`config.mk`:
```
export PLATFORM = sky130hd
export DESIGN_NAME = masked_rr_arb
export DESIGN_NICKNAME = d
export VERILOG_FILES = /design/src/rtl/masked_rr_arb_pkg.sv /design/src/rtl/masked_rr_arb_rr_pick.sv /design/src/rtl/masked_rr_arb.sv
export SDC_FILE = /design/constraint.sdc
export NUM_CORES = 1
export LEC_CHECK = 0
export CAP_MARGIN = 20
export CORE_MARGIN = 5
export CORE_UTILIZATION = 44
export DETAILED_ROUTE_END_ITERATION = 8
export HOLD_SLACK_MARGIN = 0.15
export MAX_ROUTING_LAYER = met4
export PLACE_DENSITY = 0.81
export SYNTH_ARGS = -nofsm -noshare
export SYNTH_HDL_FRONTEND = slang
export SYNTH_SLANG_ARGS = --single-unit
```
`constraint.sdc`:
```
create_clock -name clk -period 3.3 [get_ports clk]
set_clock_uncertainty 0.15 [all_clocks]
set_input_delay 0.33 -clock clk [delete_from_list [all_inputs] [get_ports clk]]
set_output_delay 0.33 -clock clk [all_outputs]
set_load 0.01 [all_outputs]
```
`src/rtl/masked_rr_arb_pkg.sv`:
```
// ---------------------------------------------------------------------------
// masked_rr_arb_pkg
// Shared definitions for the masked round-robin arbiter slice.
//   MAX_LANES : largest number of lanes the arbiter can be built with; the
//               per-lane logic is always generated over this many lanes
//   LANE_W    : width of a lane index (out_lane, round-robin pointer)
//   state_t   : output-register state, IDLE (empty) or HOLD (beat held)
// ---------------------------------------------------------------------------
package masked_rr_arb_pkg;

   localparam int MAX_LANES = 4;
   localparam int LANE_W    = $clog2(MAX_LANES);

   typedef enum logic {
      IDLE = 1'b0,
      HOLD = 1'b1
   } state_t;

endpackage

```
`src/rtl/masked_rr_arb_rr_pick.sv`:
```
// ---------------------------------------------------------------------------
// rr_pick
// Combinational rotate-priority selector. Starting one lane above ptr and
// wrapping around, the first lane with req set wins.
// Ports:
//   req       in  MAX_LANES  eligible-and-valid request vector
//   ptr       in  LANE_W     lane granted most recently
//   grant     out MAX_LANES  one-hot grant (all zero when nothing requests)
//   grant_idx out LANE_W     index of the granted lane
//   any_grant out 1          some lane was granted
// ---------------------------------------------------------------------------
module rr_pick
   import masked_rr_arb_pkg::*;
(
   input  logic [MAX_LANES-1:0] req,
   input  logic [LANE_W-1:0]    ptr,
   output logic [MAX_LANES-1:0] grant,
   output logic [LANE_W-1:0]    grant_idx,
   output logic                 any_grant
);

   logic [LANE_W-1:0] idx;

   // Walk the lanes in priority order ptr+1, ptr+2, ... ptr. Lanes at or above
   // the populated size never request, so wrapping over MAX_LANES visits the
   // populated lanes in the same order as wrapping over the populated size.
   // The last step (k == MAX_LANES) revisits ptr itself as lowest priority.
   always_comb begin
      grant     = '0;
      grant_idx = '0;
      any_grant = 1'b0;
      idx       = '0;
      for (int k = 1; k <= MAX_LANES; k++) begin
         idx = ptr + LANE_W'(k);
         if (!any_grant && req[idx]) begin
            grant[idx] = 1'b1;
            grant_idx  = idx;
            any_grant  = 1'b1;
         end
      end
   end

endmodule

```
`src/rtl/masked_rr_arb.sv`:
```
// ---------------------------------------------------------------------------
// masked_rr_arb
// Round-robin arbiter over SIZE lanes with a static lane-enable MASK and a
// one-beat registered output.
// Parameters: SIZE (1..MAX_LANES), MASK (lane enables), DW (payload width)
// Ports:
//   clk        in  1        clock, all state changes on posedge
//   rst        in  1        synchronous active-high reset
//   in_valid   in  SIZE     per-lane request
//   in_ready   out SIZE     per-lane accept, at most one bit high
//   in_data    in  SIZE*DW  per-lane payload, lane i at [i*DW +: DW]
//   out_valid  out 1        output register holds a beat
//   out_ready  in  1        downstream takes the beat
//   out_data   out DW       registered payload
//   out_lane   out LANE_W   source lane of out_data
//   grant_cnt  out SIZE*16  saturating per-lane grant counters, only present
//                           when MASKED_RR_ARB_STATS_EN is defined
// ---------------------------------------------------------------------------
module masked_rr_arb
   import masked_rr_arb_pkg::*;
#(
   parameter int                   SIZE = 4,
   parameter logic [MAX_LANES-1:0] MASK = 4'b1111,
   parameter int                   DW   = 8
) (
   input  logic                 clk,
   input  logic                 rst,
   input  logic [SIZE-1:0]      in_valid,
   output logic [SIZE-1:0]      in_ready,
   input  logic [SIZE*DW-1:0]   in_data,
   output logic                 out_valid,
   input  logic                 out_ready,
   output logic [DW-1:0]        out_data,
   output logic [LANE_W-1:0]    out_lane
`ifdef MASKED_RR_ARB_STATS_EN
   ,
   output logic [SIZE*16-1:0]   grant_cnt
`endif
);

   state_t                state_q, state_d;
   logic [DW-1:0]         data_q, data_d;
   logic [LANE_W-1:0]     lane_q, lane_d;
   logic [LANE_W-1:0]     ptr_q, ptr_d;

   logic [MAX_LANES-1:0]  req;
   logic [MAX_LANES-1:0]  grant;
   logic [LANE_W-1:0]     grant_idx;
   logic                  any_grant;
   logic                  load;
   logic [DW-1:0]         sel_data;

   // Lanes above SIZE are never elaborated against MASK or in_valid, so the
   // per-lane logic is safe for any SIZE up to MAX_LANES.
   for (genvar g = 0; g < MAX_LANES; g++) begin : g_lane
      if (g < SIZE) begin : g_pop
         assign req[g] = MASK[g] & in_valid[g];
      end else begin : g_unpop
         assign req[g] = 1'b0;
      end
   end

   rr_pick u_rr_pick (
      .req       (req),
      .ptr       (ptr_q),
      .grant     (grant),
      .grant_idx (grant_idx),
      .any_grant (any_grant)
   );

   // The output register can take a new beat when it is empty or when its
   // current beat is being consumed this cycle.
   assign load = (state_q == IDLE) || ((state_q == HOLD) && out_ready);

   // Next-state logic: on a load with a winner, capture its payload and
   // index and move the pointer to it; on a load with no winner the register
   // empties and the pointer stays. in_ready is suppressed during reset so a
   // held or offered beat is never acknowledged then.
   always_comb begin
      state_d  = state_q;
      data_d   = data_q;
      lane_d   = lane_q;
      ptr_d    = ptr_q;
      in_ready = '0;
      sel_data = '0;
      for (int i = 0; i < SIZE; i++) begin
         if (grant[i]) begin
            sel_data = in_data[i*DW +: DW];
         end
      end
      if (load && !rst) begin
         in_ready = grant[SIZE-1:0];
         if (any_grant) begin
            state_d = HOLD;
            data_d  = sel_data;
            lane_d  = grant_idx;
            ptr_d   = grant_idx;
         end else begin
            state_d = IDLE;
         end
      end
   end

   // ptr resets to the last populated lane so the first search starts at 0.
   always_ff @(posedge clk) begin
      if (rst) begin
         state_q <= IDLE;
         data_q  <= '0;
         lane_q  <= '0;
         ptr_q   <= LANE_W'(SIZE - 1);
      end else begin
         state_q <= state_d;
         data_q  <= data_d;
         lane_q  <= lane_d;
         ptr_q   <= ptr_d;
      end
   end

   assign out_valid = (state_q == HOLD);
   assign out_data  = data_q;
   assign out_lane  = lane_q;

`ifdef MASKED_RR_ARB_STATS_EN
   logic [SIZE*16-1:0] cnt_q, cnt_d;

   // Each lane's counter bumps on its own grant and sticks at all-ones.
   always_comb begin
      cnt_d = cnt_q;
      if (load && any_grant) begin
         for (int i = 0; i < SIZE; i++) begin
            if (grant[i] && (cnt_q[i*16 +: 16] != 16'hFFFF)) begin
               cnt_d[i*16 +: 16] = cnt_q[i*16 +: 16] + 16'd1;
            end
         end
      end
   end

   always_ff @(posedge clk) begin
      if (rst) begin
         cnt_q <= '0;
      end else begin
         cnt_q <= cnt_d;
      end
   end

   assign grant_cnt = cnt_q;
`endif

endmodule

```
==> impl_metrics.json, run 1 <==
{
  "fin_cells": 261,
  "cellPowerDensity_nw_per_um2": 482,
  "area_delta_synth_final_pct": 47.9,
  "fmax_mhz": 314,
  "grt_overflow": 0,
  "p_sw_uw": 400,
  "grt_max_degree": 22,
  "postCtsHoldBufs": 0,
  "reg2reg_setup_slack_ns": 0.54,
  "totalWireLength_um": 4520,
  "cp_max_fo": 11,
  "status": "finished clean",
  "swShare_pct": 40.5,
  "peakVddDrop_v": 0.000166,
  "arrival_ns": 2.71,
  "routedWlPerCell_um": 17.3,
  "post-place-ws_ns": 0.0511,
  "required_ns": 2.82,
  "cts_tree": "yes",
  "io_buffer_count": 53,
  "detail-route-antenna-nets": 0,
  "rows": 20,
  "tns_ns": 0,
  "layout_setup_ws_ns": 0.115,
  "grtUsageTotal_pct": 21.6,
  "pin_count": 54,
  "start_kind": "flip-flop",
  "clk_pin_slew_ns": 0.08,
  "tritoncts.num_buffers": 3,
  "vias_per_cell": 5.92,
  "start_util_pct": 45.7,
  "hold_ws_ns": 0.322,
  "setup_viol": 0,
  "final_area_sq_um": 2050,
  "postSynthAreaPerCell_sq_um": 8.88,
  "die_h_um": 66.1,
  "p_leak_nw": 0.820,
  "synth_fp_nets": 203,
  "nNetsFinal": 265,
  "drive_above_1_share_pct": 18.4,
  "synth_ff_type": "dfxtp_1",
  "period_needed_ns": 3.19,
  "drt_iter0_markers": 87,
  "yosys_warnings": 0,
  "endpoint_kind": "output port",
  "synth-seq-cells": 13,
  "cts.sinks": 13,
  "p_comb_share_pct": 66.6,
  "insertion_delay_ns": 0.27,
  "synth_edf_count": 0,
  "syn_inst": 156,
  "grt_pass1_wl_um": 7280,
  "vias": 1546,
  "antenna_found_initial": 0,
  "p_clk_share_pct": 10.1,
  "grt_pass1_vias": 1618,
  "slew_headroom_pct": 60.6,
  "post-route-util_pct": 67.6,
  "synth_seq_area_share_pct": 18.8,
  "postSynth.asyncResetShare_pct": 0,
  "critical_path_class": "flip-flop to output port",
  "maxCapViolCount": 0,
  "fin_crit_sh_pct": 96.5,
  "place.gp.congestion": 0.950,
  "clockBufferDepth": 2,
  "dpl-instance-area_sq_um": 2000,
  "power.internal_uw": 588,
  "final_hold_viol_count": 0,
  "core_sq_um": 3030,
  "power_uw": 988,
  "hold_class": "flip-flop to flip-flop",
  "h-tree-depth": 1,
  "fillers": 251,
  "antennaDiodeCount": 0,
  "die_w_um": 66.1,
  "dp_hpwl_um": 3580,
  "max_slew.worst_pin.slew_ns": 0.588,
  "netlist_area_sq_um": 1390,
  "drv_slew": 0,
  "root_buffer": "clkbuf_4",
  "dr.pass1.iters": 5,
  "p_seq_share_pct": 23.3,
  "drc": 0,
  "die_area_sq_um": 4370,
  "ys_types": 51,
  "placed_cells": 256
}
==> power groups by stage <==
stage	clock (mW)	combinational (mW)	sequential [mW]
6_report	0.100	0.658	0.230
5_1_grt	0.112	0.710	0.235
4_1_cts	0.100	0.645	0.230
3_5_place_dp	0	0.642	0.233
3_3_place_gp	0	0.625	0.229
2_1_floorplan	0	0.384	0.253
==> synth_stat cells, types with 2 or more instances <==
master	instances	area share, %
o21a_1	3	1.6
nand4_1	8	3.6
a22oi_1	9	4.9
nor4bb_1	2	1.4
nand2_1	6	1.6
a211o_1	3	1.9
dfxtp_1	13	19
o211ai_2	8	7.2
nor2b_1	2	0.90
a22o_1	2	1.3
o21ai_0	8	2.9
a31oi_1	2	0.90
mux4_2	2	3.3
a2bb2oi_1	8	5.1
nand3b_1	2	1.1
nor2_1	9	2.4
buf_6	3	2.4
nor3b_1	3	1.6
a211oi_2	2	1.8
o21ai_1	3	1.1
buf_4	3	1.6
nand3_1	9	3.3
clkbuf_1	2	0.54
nand2b_1	3	1.4
a21oi_1	5	1.8
ha_1	8	7.2
buf_2	4	1.4
==> timing repair <==
item,CTS,global route
setup endpoints to repair,0,2
endpoints found under the hold margin,0,0
buffers inserted,0,1
resized for setup,0,4
==> final timing paths <==
| path | start | to | cells past startpoint |
|---|---|---|---|
| min | out_lane[1]$_SDFFE_PP0P_ | out_lane[1]$_SDFFE_PP0P_ | 2 |
| max reg2reg | ptr_q[1]$_SDFFE_PP1P_ | out_data[2]$_SDFFE_PP0P_ | 10 |
| min reg2reg | out_lane[1]$_SDFFE_PP0P_ | out_lane[1]$_SDFFE_PP0P_ | 2 |
| max | ptr_q[1]$_SDFFE_PP1P_ | in_ready[2] | 9 |
==> layer usage <==
metal | track usage (%) | part of all wire (%)
met5 | - | 0
met4 | 6.35 | 1.8
met3 | 4.42 | 10
met2 | 38.2 | 49
met1 | 24.5 | 39
==> cell type report <==
| type | instances | area [sq um] | share of cell area (%) |
|---|---|---|---|
| timing repair buffer | 69 | 656 | 32.0 |
| inverter | 2 | 7.51 | 0.367 |
| tap | 44 | 55.1 | 2.69 |
| clock buffer | 4 | 26.3 | 1.28 |
| sequential | 13 | 260 | 12.7 |
| multi-input combinational | 129 | 1040 | 50.9 |
==> registers in the layout, indices dropped and copies added, names as in the netlist <==
| signal | cells |
|---|---|
| out_valid | 1 |
| out_data | 8 |
| out_lane | 2 |
| ptr_q | 2 |
==> kinds of logic (layout without fill, tap and decap cells) <==
logic type | Yosys count | after routing | share of synthesized area (%)
AND/OR/NAND/NOR | 56 | 56 | 25.2
adder cells (fa/ha/maj) | 8 | 8 | 7.23
buffers and inverters | 14 | 75 | 6.59
AO/OA/AOI/OAI | 61 | 61 | 37.4
flip-flops | 13 | 13 | 18.8
multiplexers | 4 | 4 | 4.79
==> cells in the final DEF (no fill, tap or decap), types with 2 or more instances in the layout <==
master / instances
clkdlybuf4s50_1: 51
buf_4: 16
dfxtp_1: 13
nor2_1: 9
a22oi_1: 9
nand3_1: 9
o21ai_0: 8
nand4_1: 8
a2bb2oi_1: 8
o211ai_2: 8
ha_1: 8
nand2_1: 6
a21oi_1: 5
nand2b_1: 3
nor3b_1: 3
o21a_1: 3
a211o_1: 3
o21ai_1: 3
clkbuf_4: 3
nor4bb_1: 2
nand3b_1: 2
mux4_2: 2
a22o_1: 2
nor2b_1: 2
a31oi_1: 2
dlymetal6s2s_1: 2
==> critical path: stages, from the launching register on <==
cell             delay, ns
dfxtp_1               0.35
inv_2                 0.09
ha_1                  0.30
buf_4                 0.18
and3b_1               0.18
o211a_1               0.26
o21a_1                0.19
a211o_1               0.27
nor2b_1               0.13
clkdlybuf4s50_1       0.49
Power figures use the tool's default switching activity.
==> run 2, diff against run 1 <==
- GPL_TIMING_DRIVEN: default -> 0
==> impl_metrics.json, run 2 (synthesized netlist as in run 1, its figures left out) <==
{
  "status": "finished clean",
  "fillers": 235,
  "setup_viol": 0,
  "insertion_delay_ns": 0.27,
  "critical_path_buf_inv_count": 5,
  "h-tree-depth": 1,
  "post-place-ws_ns": -0.499,
  "drc": 0,
  "area_delta_synth_final_pct": 52.0,
  "clk_pin_slew_ns": 0.09,
  "r2r_cells": 12,
  "fin_cells": 261,
  "clockBufferDepth": 2,
  "final_common_cell": "clkdlybuf4s50_1",
  "grtUsageTotal_pct": 21.4,
  "whs_path_depth": 2,
  "power_mw": 1.02,
  "grt_pass1_vias": 1520,
  "drive_above_1_share_pct": 22.6,
  "nNetsFinal": 265,
  "period_needed_ns": 3.15,
  "layout_setup_ws_ns": 0.152,
  "detail-route-antenna-nets": 0,
  "tritoncts.num_buffers": 3,
  "die_w_um": 66.1,
  "grt_overflow": 0,
  "die_area_sq_um": 4370,
  "placed_cells": 252,
  "vias": 1567,
  "vias_per_cell": 6.00,
  "cp_num_cells": 11,
  "rsz0062_at_grt": "no",
  "slew_headroom_pct": 60.7,
  "place.gp.congestion": 0.893,
  "drt_iter0_markers": 128,
  "routedWlPerCell_um": 17.4,
  "start_kind": "flip-flop",
  "arrival_ns": 2.67,
  "cp_cell_sequence": "buf_6 > inv_4 > ha_4 > or3b_4 > a211oi_4 > buf_4 > o21a_1 > a211o_1 > buf_6 > nor2b_1 > clkbuf_2",
  "crit_path_top_delay_cell": "or3b_4",
  "hold_class": "flip-flop to flip-flop",
  "core_sq_um": 3030,
  "fmax_mhz": 318,
  "cpLargestDelayFamily": "buffers and inverters",
  "critical_path_class": "flip-flop to output port",
  "required_ns": 2.82,
  "rows": 20,
  "grt_pass1_wl_um": 7290,
  "crit_top_cell": "buf_6",
  "cts.sinks": 13,
  "p_leak_nw": 0.826,
  "endpoint_kind": "output port",
  "final_hold_viol_count": 0,
  "dp_hpwl_um": 3490,
  "start_util_pct": 45.7,
  "pin_count": 54,
  "io_buffer_count": 52,
  "largest_reg_flops": 8,
  "tns_ns": 0,
  "antennaDiodeCount": 0,
  "grt_max_degree": 13,
  "root_buffer": "clkbuf_4",
  "cts_tree": "yes",
  "drv_slew": 0,
  "max_slew.worst_pin.slew_ns": 0.588,
  "die_h_um": 66.1,
  "dr.pass1.iters": 4,
  "fin_crit_sh_pct": 95.4,
  "maxCapViolCount": 0,
  "cellPowerDensity_nw_per_um2": 484,
  "cp_max_fo": 10,
  "max_stage_delay_ns": 0.38,
  "peakVddDrop_v": 0.000202,
  "antenna_found_initial": 0,
  "totalWireLength_um": 4540,
  "final_cell_mix": "clkdlybuf4s50_1 (48), dfxtp_1 (11), nor2_1 (9), a22oi_1 (9), nand3_1 (9)"
}
[run 2: changes by cell type in the layout (fill, tap and decap cells not counted), moves of 2 or more]
| cell | delta |
|---|---|
| dfxtp_4 | +2 |
| o21ai_2 | +2 |
| buf_2 | +4 |
| clkdlybuf4s50_1 | -3 |
| buf_4 | -8 |
| o21ai_1 | -2 |
| dfxtp_1 | -2 |
| buf_6 | +3 |
[run 2: area by class of cell]
cell class | count | area, sq um | share of cell area [%]
repair buffers | 58 | 564 | 26.8
multi-input cells | 129 | 1100 | 52.2
clock buffers | 4 | 26.3 | 1.25
well taps | 44 | 55.1 | 2.61
plain buffers | 11 | 80.1 | 3.80
inverters | 2 | 13.8 | 0.654
flip-flops and latches | 13 | 268 | 12.7
[run 2: tightest hold or removal path, stage by stage, from the launching register on]
cell and delay, ns:
dfxtp_1 0.31, nand2_1 0.05, a21oi_1 0.05
[run 2: power breakdown]
part	total [mW]	switching (mW)	internal [mW]
sequential	0.230	0.0254	0.205
combinational	0.691	0.337	0.353
clock	0.0981	0.0514	0.0468
total	1.02	0.414	0.605
[run 2: worst paths after layout]
path	startpoint	end	slack, ns
worst min-delay path	out_lane[1]$_SDFFE_PP0P_	out_lane[1]$_SDFFE_PP0P_	0.31
worst min register to register	out_lane[1]$_SDFFE_PP0P_	out_lane[1]$_SDFFE_PP0P_	0.31
worst max register to register	ptr_q[1]$_SDFFE_PP1P_	out_data[0]$_SDFFE_PP0P_	0.52
worst max-delay path	ptr_q[1]$_SDFFE_PP1P_	in_ready[2]	0.15
[run 2: layer usage]
metal	GRT usage (%)	vias to the layer above	wire length (um)
li1	-	749	-
met1	24.3	745	1810
met2	38.0	69	2280
met3	5.78	4	435
met4	3.30	0	14
met5	-	-	0
[run 2: per-stage QoR]
| step | util [%] | hold slack, ns | cell area (sq um) |
|---|---|---|---|
| 3_3_place_gp | 64.8 | 0.299 | 1960 |
| 6_report | 69.5 | 0.306 | 2110 |
| 2_1_floorplan | - | 0.249 | 1390 |
| 3_5_place_dp | 64.8 | 0.302 | 1960 |
| 4_1_cts | 68.2 | 0.313 | 2060 |
| 5_1_grt | 69.5 | 0.342 | 2110 |
[run 2: what timing repair did]
item | 4_1_cts | 5_1_grt
gates cloned | 0 | 0
buffers inserted | 5 | 1
hold buffers | 0 | 0
pin swaps | 2 | 1
endpoints found under the setup margin | 12 | 3
gates resized for setup | 16 | 10
==> run 3, diff against run 2 <==
- CTS_CLUSTER_SIZE: default -> 10
- RECOVER_POWER: default -> 25
==> impl_metrics.json, run 3 (synthesized netlist as in run 1, its figures left out) <==
{
  "status": "finished clean",
  "dp_hpwl_um": 3490,
  "largest_reg_flops": 8,
  "routedWlPerCell_um": 17.4,
  "maxCapViolCount": 0,
  "start_util_pct": 45.7,
  "cellPowerDensity_nw_per_um2": 479,
  "start_kind": "flip-flop",
  "top_usage_layer": "met2",
  "grt_pass1_wl_um": 7290,
  "grtUsageMet2_pct": 38.0,
  "drive_above_1_share_pct": 22.6,
  "io_buffer_count": 52,
  "r2r_cells": 12,
  "area_delta_synth_final_pct": 52.0,
  "fmax_mhz": 317,
  "dr.pass1.iters": 4,
  "slew_headroom_pct": 62.3,
  "required_ns": 2.82,
  "drv_slew": 0,
  "insertion_delay_ns": 0.27,
  "drt_iter0_markers": 128,
  "swShare_pct": 41.0,
  "drc": 0,
  "grtUsageMet1_pct": 24.3,
  "die_w_um": 66.1,
  "antennaDiodeCount": 0,
  "clk_pin_slew_ns": 0.09,
  "power_mw": 1.01,
  "power.internal_uw": 596,
  "core_sq_um": 3030,
  "final_common_cell": "clkdlybuf4s50_1",
  "fillers": 235,
  "final_area_sq_um": 2110,
  "arrival_ns": 2.67,
  "p_seq_share_pct": 22.7,
  "reg2reg_setup_slack_ns": 0.52,
  "cp_max_fo": 10,
  "fin_crit_sh_pct": 95.5,
  "cts_tree": "yes",
  "totalWireLength_um": 4550,
  "die_area_sq_um": 4370,
  "multi_input_comb_area_sq_um": 1100,
  "dpl-instance-area_sq_um": 1960,
  "grt.met3_usage_pct": 5.78,
  "p_clk_share_pct": 9.7,
  "h-tree-depth": 1,
  "nNetsFinal": 265,
  "whs_path_depth": 2,
  "setup_viol": 0,
  "period_needed_ns": 3.15,
  "detail-route-antenna-nets": 0,
  "endpoint_kind": "output port",
  "hold_class": "flip-flop to flip-flop",
  "post-route-util_pct": 69.5,
  "clockBufferDepth": 2,
  "final_hold_viol_count": 0,
  "max_slew.worst_pin.slew_ns": 0.564,
  "root_buffer": "clkbuf_4",
  "p_comb_share_pct": 67.6,
  "tritoncts.num_buffers": 3,
  "rows": 20,
  "cts.sinks": 13,
  "place.gp.congestion": 0.893,
  "vias": 1568,
  "final_cell_mix": "clkdlybuf4s50_1 (41), dfxtp_1 (11), nor2_1 (9), a22oi_1 (9), nand3_1 (9)",
  "grtUsageTotal_pct": 21.4,
  "grt_pass1_vias": 1520,
  "vias_per_cell": 6.01,
  "ff_latch_area_sq_um": 268,
  "grt_max_degree": 13,
  "p_sw_uw": 413,
  "antenna_found_initial": 0,
  "peakVddDrop_v": 0.000201,
  "grt_overflow": 0,
  "critical_path_class": "flip-flop to output port",
  "p_leak_nw": 0.842,
  "die_h_um": 66.1,
  "rsz0062_at_grt": "no",
  "pin_count": 54
}
-- run 3: metrics by stage --
stage          hold slack [ns]  setup TNS [ns]  cells  setup WS, ns
2_1_floorplan            0.249               0    156         0.463
3_3_place_gp             0.299           -1.03    252        -0.381
3_5_place_dp             0.302           -2.00    252        -0.499
4_1_cts                  0.313         -0.0319    260       -0.0167
5_1_grt                  0.339               0    261        0.0370
6_report                 0.303               0    261         0.147
-- run 3: worst paths after layout --
| path | to | startpoint |
|---|---|---|
| max reg2reg | out_data[0]$_SDFFE_PP0P_ | ptr_q[1]$_SDFFE_PP1P_ |
| min | out_lane[1]$_SDFFE_PP0P_ | out_lane[1]$_SDFFE_PP0P_ |
| min reg2reg | out_lane[1]$_SDFFE_PP0P_ | out_lane[1]$_SDFFE_PP0P_ |
| max | in_ready[2] | ptr_q[1]$_SDFFE_PP1P_ |
-- run 3: repair_timing --
action / in CTS / in global routing
hold buffers: 0 / 0
pin swaps: 2 / 1
resized for setup: 16 / 10
setup buffers: 5 / 1
setup endpoints to repair: 12 / 3
-- run 3: worst max-delay path: stages, from the launching register on --
cell and delay [ns]:
dfxtp_4 0.35, buf_6 0.14, inv_4 0.10, ha_4 0.22
or3b_4 0.38, a211oi_4 0.37, buf_4 0.18, o21a_1 0.12
a211o_1 0.11, buf_6 0.14, nor2b_1 0.13, clkbuf_2 0.14
-- run 3: routing by layer --
layer / part of all wire [%] / vias to the layer above
met5: 0 / -
met4: 0.13 / 0
met3: 9.8 / 2
met2: 50 / 71
met1: 40 / 744
li1: - / 751
-- run 3: power by group through the flow --
stage | registers (mW) | logic (mW) | clock network, mW
6_report | 0.229 | 0.682 | 0.0982
5_1_grt | 0.234 | 0.735 | 0.110
4_1_cts | 0.230 | 0.671 | 0.100
3_5_place_dp | 0.238 | 0.625 | 0
3_3_place_gp | 0.235 | 0.606 | 0
2_1_floorplan | 0.253 | 0.384 | 0
-- run 3: layout make-up --
class	count	share of cell area, %
Clock buffer	4	1.25
Timing Repair Buffer	58	26.8
Buffer	11	3.80
Inverter	2	0.654
Tap cell	44	2.61
Multi-Input combinational cell	129	52.2
Sequential cell	13	12.7
